==> config.mk <==
export PLATFORM = sky130hd
export DESIGN_NAME = tx_pcs_sequencer
export DESIGN_NICKNAME = d
export VERILOG_FILES = /design/src/rtl/tx_pcs_sequencer.sv
export SDC_FILE = /design/constraint.sdc
export NUM_CORES = 1
export LEC_CHECK = 0
export ABC_CLOCK_PERIOD_IN_PS = 2000
export CAP_MARGIN = 10
export CORE_ASPECT_RATIO = 1.4
export CORE_MARGIN = 1
export CORE_UTILIZATION = 49
export DETAILED_ROUTE_END_ITERATION = 7
export DONT_BUFFER_PORTS = 1
export GPL_TIMING_DRIVEN = 1
export PLACE_DENSITY = 0.66
export SLEW_MARGIN = 10
export SYNTH_ARGS = -nofsm -noshare
export SYNTH_HDL_FRONTEND = slang
export SYNTH_SLANG_ARGS = --single-unit
==> constraint.sdc <==
create_clock -name i_txc -period 2 [get_ports i_txc]
set_input_delay 0.5 -clock i_txc [delete_from_list [all_inputs] [get_ports i_txc]]
set_output_delay 0.5 -clock i_txc [all_outputs]
set_load 0.02 [all_outputs]
==> src/rtl/tx_pcs_sequencer.sv <==
// 10GBASE-R TX sequencer: brings the path out of reset, drives the scrambler
// init-done/pause controls, runs the gearbox pause cadence and inserts idle
// control blocks whenever the encoder has nothing valid to send.
module tx_pcs_sequencer #(
  parameter int unsigned SEQ_MAX     = 32,
  parameter int unsigned INIT_CYCLES = 64
) (
  input  logic        i_txc,
  input  logic        i_reset_n,
  input  logic        i_phy_ready,
  input  logic        i_tx_valid,
  input  logic [63:0] i_txd,
  input  logic [1:0]  i_txh,
  output logic        o_tx_ready,
  output logic [63:0] o_txd,
  output logic [1:0]  o_txh,
  output logic        o_init_done,
  output logic        o_tx_pause,
  output logic [5:0]  o_gearbox_seq,
  output logic        o_idle_inserted
);

  localparam logic [63:0] IDLE_TXD = 64'h0000_0000_0000_001E;
  localparam logic [1:0]  IDLE_TXH = 2'b10;
  localparam int unsigned CW       = $clog2(INIT_CYCLES + 1);
  // The WAIT->INIT edge is itself the first ready cycle, so INIT exits when
  // its counter has seen INIT_CYCLES-2 further ready cycles.
  localparam logic [CW-1:0] INIT_LAST = CW'((INIT_CYCLES >= 2) ? (INIT_CYCLES - 2) : 0);
  localparam logic [5:0]    SEQ_LAST  = 6'(SEQ_MAX);

  typedef enum logic [1:0] {
    ST_WAIT = 2'd0,
    ST_INIT = 2'd1,
    ST_RUN  = 2'd2
  } state_t;

  state_t        state;
  state_t        state_nxt;
  logic [CW-1:0] init_cnt;
  logic [5:0]    seq;
  logic          hdr_ok;

  assign hdr_ok      = i_txh[1] ^ i_txh[0];
  assign o_tx_ready  = (state == ST_RUN) && (seq != SEQ_LAST);
  assign o_init_done = (state == ST_RUN);

  // State register
  always_ff @(posedge i_txc or negedge i_reset_n) begin
    if (!i_reset_n) state <= ST_WAIT;
    else            state <= state_nxt;
  end

  // Next-state logic
  always_comb begin
    state_nxt = state;
    case (state)
      ST_WAIT: if (i_phy_ready) state_nxt = (INIT_CYCLES <= 1) ? ST_RUN : ST_INIT;
      ST_INIT: begin
        if (!i_phy_ready)              state_nxt = ST_WAIT;
        else if (init_cnt == INIT_LAST) state_nxt = ST_RUN;
      end
      ST_RUN:  if (!i_phy_ready) state_nxt = ST_WAIT;
      default: state_nxt = ST_WAIT;
    endcase
  end

  // Initialisation counter: counts consecutive ready cycles while staying in INIT
  always_ff @(posedge i_txc or negedge i_reset_n) begin
    if (!i_reset_n)                                   init_cnt <= '0;
    else if (state == ST_INIT && state_nxt == ST_INIT) init_cnt <= init_cnt + 1'b1;
    else                                              init_cnt <= '0;
  end

  // Gearbox sequence counter: free-running in RUN, zero on entry and elsewhere
  always_ff @(posedge i_txc or negedge i_reset_n) begin
    if (!i_reset_n)                                 seq <= '0;
    else if (state == ST_RUN && state_nxt == ST_RUN) seq <= (seq == SEQ_LAST) ? '0 : seq + 1'b1;
    else                                            seq <= '0;
  end

  // Output block register: accept, idle insertion, or hold on the pause cycle
  always_ff @(posedge i_txc or negedge i_reset_n) begin
    if (!i_reset_n) begin
      o_txd           <= IDLE_TXD;
      o_txh           <= IDLE_TXH;
      o_tx_pause      <= 1'b0;
      o_gearbox_seq   <= '0;
      o_idle_inserted <= 1'b0;
    end else if (state == ST_RUN && i_phy_ready) begin
      o_gearbox_seq <= seq;
      if (seq == SEQ_LAST) begin
        o_tx_pause      <= 1'b1;
        o_idle_inserted <= 1'b0;
      end else if (i_tx_valid && hdr_ok) begin
        o_txd           <= i_txd;
        o_txh           <= i_txh;
        o_tx_pause      <= 1'b0;
        o_idle_inserted <= 1'b0;
      end else begin
        o_txd           <= IDLE_TXD;
        o_txh           <= IDLE_TXH;
        o_tx_pause      <= 1'b0;
        o_idle_inserted <= 1'b1;
      end
    end else begin
      o_txd           <= IDLE_TXD;
      o_txh           <= IDLE_TXH;
      o_tx_pause      <= 1'b0;
      o_gearbox_seq   <= '0;
      o_idle_inserted <= 1'b0;
    end
  end

endmodule

# After elaboration in Yosys (flattened, before gate mapping)
# Cells that the tools add are included.
# Widths: inputs -> output; s select.
# totals
register_bits,89
latchBits,0
input_bits,70
mem_count,0
mem_bits_ro,0
out_inout_bits,76
ram_bits,0
# classes
magnitude_cmp,0
n_reduce_logical,6
n_div,0
n_mux,20
addsub,2
n_mul,0
n_shift,0
eq_ne,8
bitwise_logic,1
# ops
cell,count
$mux 64,3
$mux 6,3
$mux 2,7
$add 7x1->7 const B,1
$eq 7x6->1 const B,1
$mux 7,1
$add 6x1->6 const B,1
$eq 6x6->1 const B,1
$ne 6x6->1 const B,1
$pmux 2 s3,1
$logic_and 1x1->1,5
$mux 1,5
$eq 2x1->1 const B,2
$eq 2x2->1 const B,2
$logic_not 2->1,1
$ne 2x2->1 const B,1
$xor 1x1->1,1

# Logic depth before layout (Yosys ltp)
# logic_depth
word_depth,7
mapped_depth,9
mapped_depth_nobuf,6

# Worst setup path before layout
# Ideal clock, no wire load.
# synth_path
kind,register to output
start,register seq[0]
end,output port o_tx_ready
stages_incl_launch_ff,9
path_slack_ps,-153
arrival_time_ps,1653
n_path_buf,3
t_required_ps,1500
path_cell_list,dfrtp_1 > inv_1 > ha_1 > nand2_1 > or4_1 > clkbuf_1 > buf_6 > buf_6 > and2_1
# synth_between
elab_chain_len,2
# synth_lines
element,line,rtl
from (decl),40,logic [5:0] seq;
from (signal assigned),77,else if (state == ST_RUN && state_nxt == ST_RUN) seq <= (seq == SEQ_LAST) ? '0 : seq + 1'b1;
$ne 6x6->1,44,assign o_tx_ready = (state == ST_RUN) && (seq != SEQ_LAST);
$logic_and 1x1->1,44,
to (decl),14,"output logic o_tx_ready,"
# Every way passes these cells.

# Worst setup path in the final report
# Ends and elaborated chain as after synthesis.

==> results.py <==
metrics = {
    "floorplanning": {
        "start_util_pct": 50.3,
        "die_x_um": 75.2,
        "num_rows": 37,
        "dieArea_mm2": 0.00787,
        "coreArea_mm2": 0.00731,
        "io_pins": 146,
        "die_h_um": 105,
    },
    "sta": {
        "rsz0062_at_grt": "yes",
        "fin_skew_ps": 8.17,
        "finalCriticalPeriod_ps": 2130,
        "worst_slew_pin_slew_ps": 491,
        "worst_slack_ps": -129,
        "setup_violations": 1,
        "timing.hold.ws_ps": -159,
        "fmax_mhz": 470,
        "drv_slew": 0,
        "period_share_pct": 106,
        "slew_headroom_pct": 67.3,
        "hold_viol_final": 84,
    },
    "run": {
        "max-cap-violations": 0,
    },
    "status": {
        "violations": "hold timing, setup timing",
        "run_status": "finished with violations",
    },
    "placed_design": {
        "dp_hpwl_um": 5280,
        "finalWeightedCongestion": 0.832,
        "placed_area_mm2": 0.00381,
        "placed_cells": 461,
        "port_buffers": 0,
    },
    "routing": {
        "wl_per_cell_um": 17.1,
        "drc": 0,
        "vias": 2680,
        "firstDrtPassIters": 4,
        "drt_iter0_drc": 204,
        "antenna_left": 0,
        "vias_per_cell": 5.61,
        "routed_wl_um": 8190,
    },
    "layout": {
        "finalInstanceArea_mm2": 0.00406,
        "final_cells": 478,
        "insertedDiodeCount": 0,
        "drive_gt1_share_pct": 11.5,
        "nets": 450,
        "area_delta_synth_final_pct": 10.2,
    },
    "grt": {
        "grtUsageTotal_pct": 22.7,
        "grt_pass1_wl_um": 13300,
        "grt.met3_usage_pct": 8.00,
        "grt_util_met1_pct": 28.4,
        "grt_pass1_vias": 2733,
        "grt_antenna_before_repair": 0,
        "grt_max_degree": 90,
        "grt_overflow": 0,
        "top_usage_layer": "met2",
        "gr-usage-met2_pct": 34.4,
    },
    "logic_synthesis": {
        "avgSynthCellArea_um2": 9.58,
        "syn-cell-area_mm2": 0.00368,
        "syn_nets": 458,
        "ys_ff_latch": 89,
        "synth_cell_type_count": 25,
        "yosysSeqAreaShare_pct": 60.7,
        "async_reset_ff_share_pct": 100,
        "yosysTopAreaCellShare_pct": 57.1,
        "ys.flop_type": "dfrtp_1",
        "synthesis.instances": 384,
        "synth_top_area_cell": "dfrtp_1",
        "ys.warnings.count": 0,
        "netlist_top_cells_area": "dfrtp_1, nand3_1, a21oi_1",
        "synth_edf_count": 0,
    },
    "worst_hold_path": {
        "hold_class": "in -> async",
    },
    "power": {
        "ir_drop_v": 0.000415,
        "powerDensity_mw_per_mm2": 806,
        "finalPower_mw": 3.27,
        "p_leak_nw": 1.71,
    },
    "critical_path": {
        "worstSetupPathType": "reg -> out",
        "required_ps": 1500,
        "worst_setup_path_start_kind": "flip-flop",
        "cp-end-kind": "output port",
        "arrival_ps": 1630,
        "rr_endpoint": "seq[2]",
        "reg2reg_depth": 7,
        "crit_fanout": 3,
        "reg2reg_from": "seq[0]",
        "worst-r2r-setup-slack_ps": 200,
    },
    "clock_network": {
        "numClockSinks": 89,
        "clk_pin_slew_ps": 80,
        "tritoncts": "yes",
        "numCtsBuffers": 9,
        "worstSkewPairLatency_ps": 350,
        "clockBufferDepth": 2,
        "clockRootBuffer": "clkbuf_8",
        "htreeDepth": 3,
    },
}
[kinds of logic (layout without fill, tap and decap cells)]
logic type               Yosys count  count (layout)  synth area share (%)
AO/OA/AOI/OAI                     69              69                  9.59
XOR/XNOR                           9               9                  2.14
adder cells (fa/ha/maj)            4               4                  1.36
buffers and inverters             35              32                  4.22
flip-flops                        89              89                  60.7
AND/OR/NAND/NOR                  178             178                  22.0
[how the worst max path moves through the flow]
stage | cells past startpoint | from | endpoint | slack (ps)
2_1_floorplan | 8 | seq[0] | o_tx_ready | -100
3_3_place_gp | 7 | seq[1] | o_idle_inserted | 60
3_5_place_dp | 7 | seq[1] | seq[3] | 30
4_1_cts | 5 | seq[1] | o_tx_ready | -160
5_1_grt | 5 | seq[1] | o_tx_ready | -220
6_report | 5 | seq[0] | o_tx_ready | -130
[critical path, cell delays in order (launching register included)]
cell	delay (ps)
dfrtp_1	390
inv_2	60
ha_1	150
nand2_2	60
or4_4	430
and2_4	200
[routing by layer]
metal	wire length, um	vias up
met5	0	-
met4	240	0
met3	567	18
met2	4050	97
met1	3330	1297
li1	-	1268
[report_power, final]
group | internal, mW | switching (mW)
Sequential | 1.80 | 0.00331
Combinational | 0.0350 | 0.0542
Clock | 0.768 | 0.606
Total | 2.60 | 0.663
[sequential cells by signal, indices dropped and copies added (netlist names)]
signal           count
state                2
o_txh                2
seq                  6
o_tx_pause           1
o_gearbox_seq        6
o_txd               64
o_idle_inserted      1
init_cnt             7
[Yosys cell counts, types with 2 or more instances]
cell	number
xor2_1	6
ha_1	4
clkbuf_1	23
o21ai_0	5
buf_6	2
dfstp_2	5
nand2_1	67
and3_1	6
and2_1	4
nor2b_1	3
inv_1	3
dfrtp_1	84
a21oi_1	62
nor3_1	5
buf_2	7
nand3_1	66
nor4_1	2
nor2_1	21
xnor2_1	3
[cell type report]
type / instances / area, um2
fill: 682 / 3260
sequential: 89 / 2230
multi-input combinational: 260 / 1310
clock buffer: 11 / 151
timing repair buffer: 13 / 148
tap: 97 / 121
clock inverter: 5 / 77.6
inverter: 3 / 11.3
[cells in the final DEF (no fill, tap or decap)]
cell	n
dfrtp_1	84
nand3_1	66
nand2_1	65
a21oi_1	62
nor2_1	21
clkbuf_8	11
buf_4	9
and3_1	6
xor2_1	6
nor3_1	5
o21ai_0	5
dfstp_2	5
ha_1	4
buf_12	4
xnor2_1	3
inv_2	2
nand2_2	2
nor2b_1	2
and2_1	2
bufinv_16	2
clkinv_2	2
inv_1	1
nor2b_2	1
and4b_1	1
nand2b_1	1
or2_2	1
or4_4	1
and2_4	1
nor4_1	1
a41o_1	1
and2_2	1
nor4_2	1
o21a_1	1
clkinvlp_4	1
[what timing repair did]
action,CTS,global route
endpoints found under the hold margin,89,89
buffers inserted,1,0
setup endpoints to repair,1,2
gates resized for setup,1,4
[through the flow]
| stage | utilization, % | setup TNS [ps] | worst slack (ps) |
|---|---|---|---|
| floorplan | - | -96.6 | -96.6 |
| global placement | 52.1 | 0 | 62.8 |
| detailed placement | 52.1 | 0 | 31.1 |
| CTS | 55.4 | -159 | -159 |
| global route | 55.4 | -218 | -218 |
| finish | 55.4 | -129 | -129 |
Power figures use the tool's default switching activity.
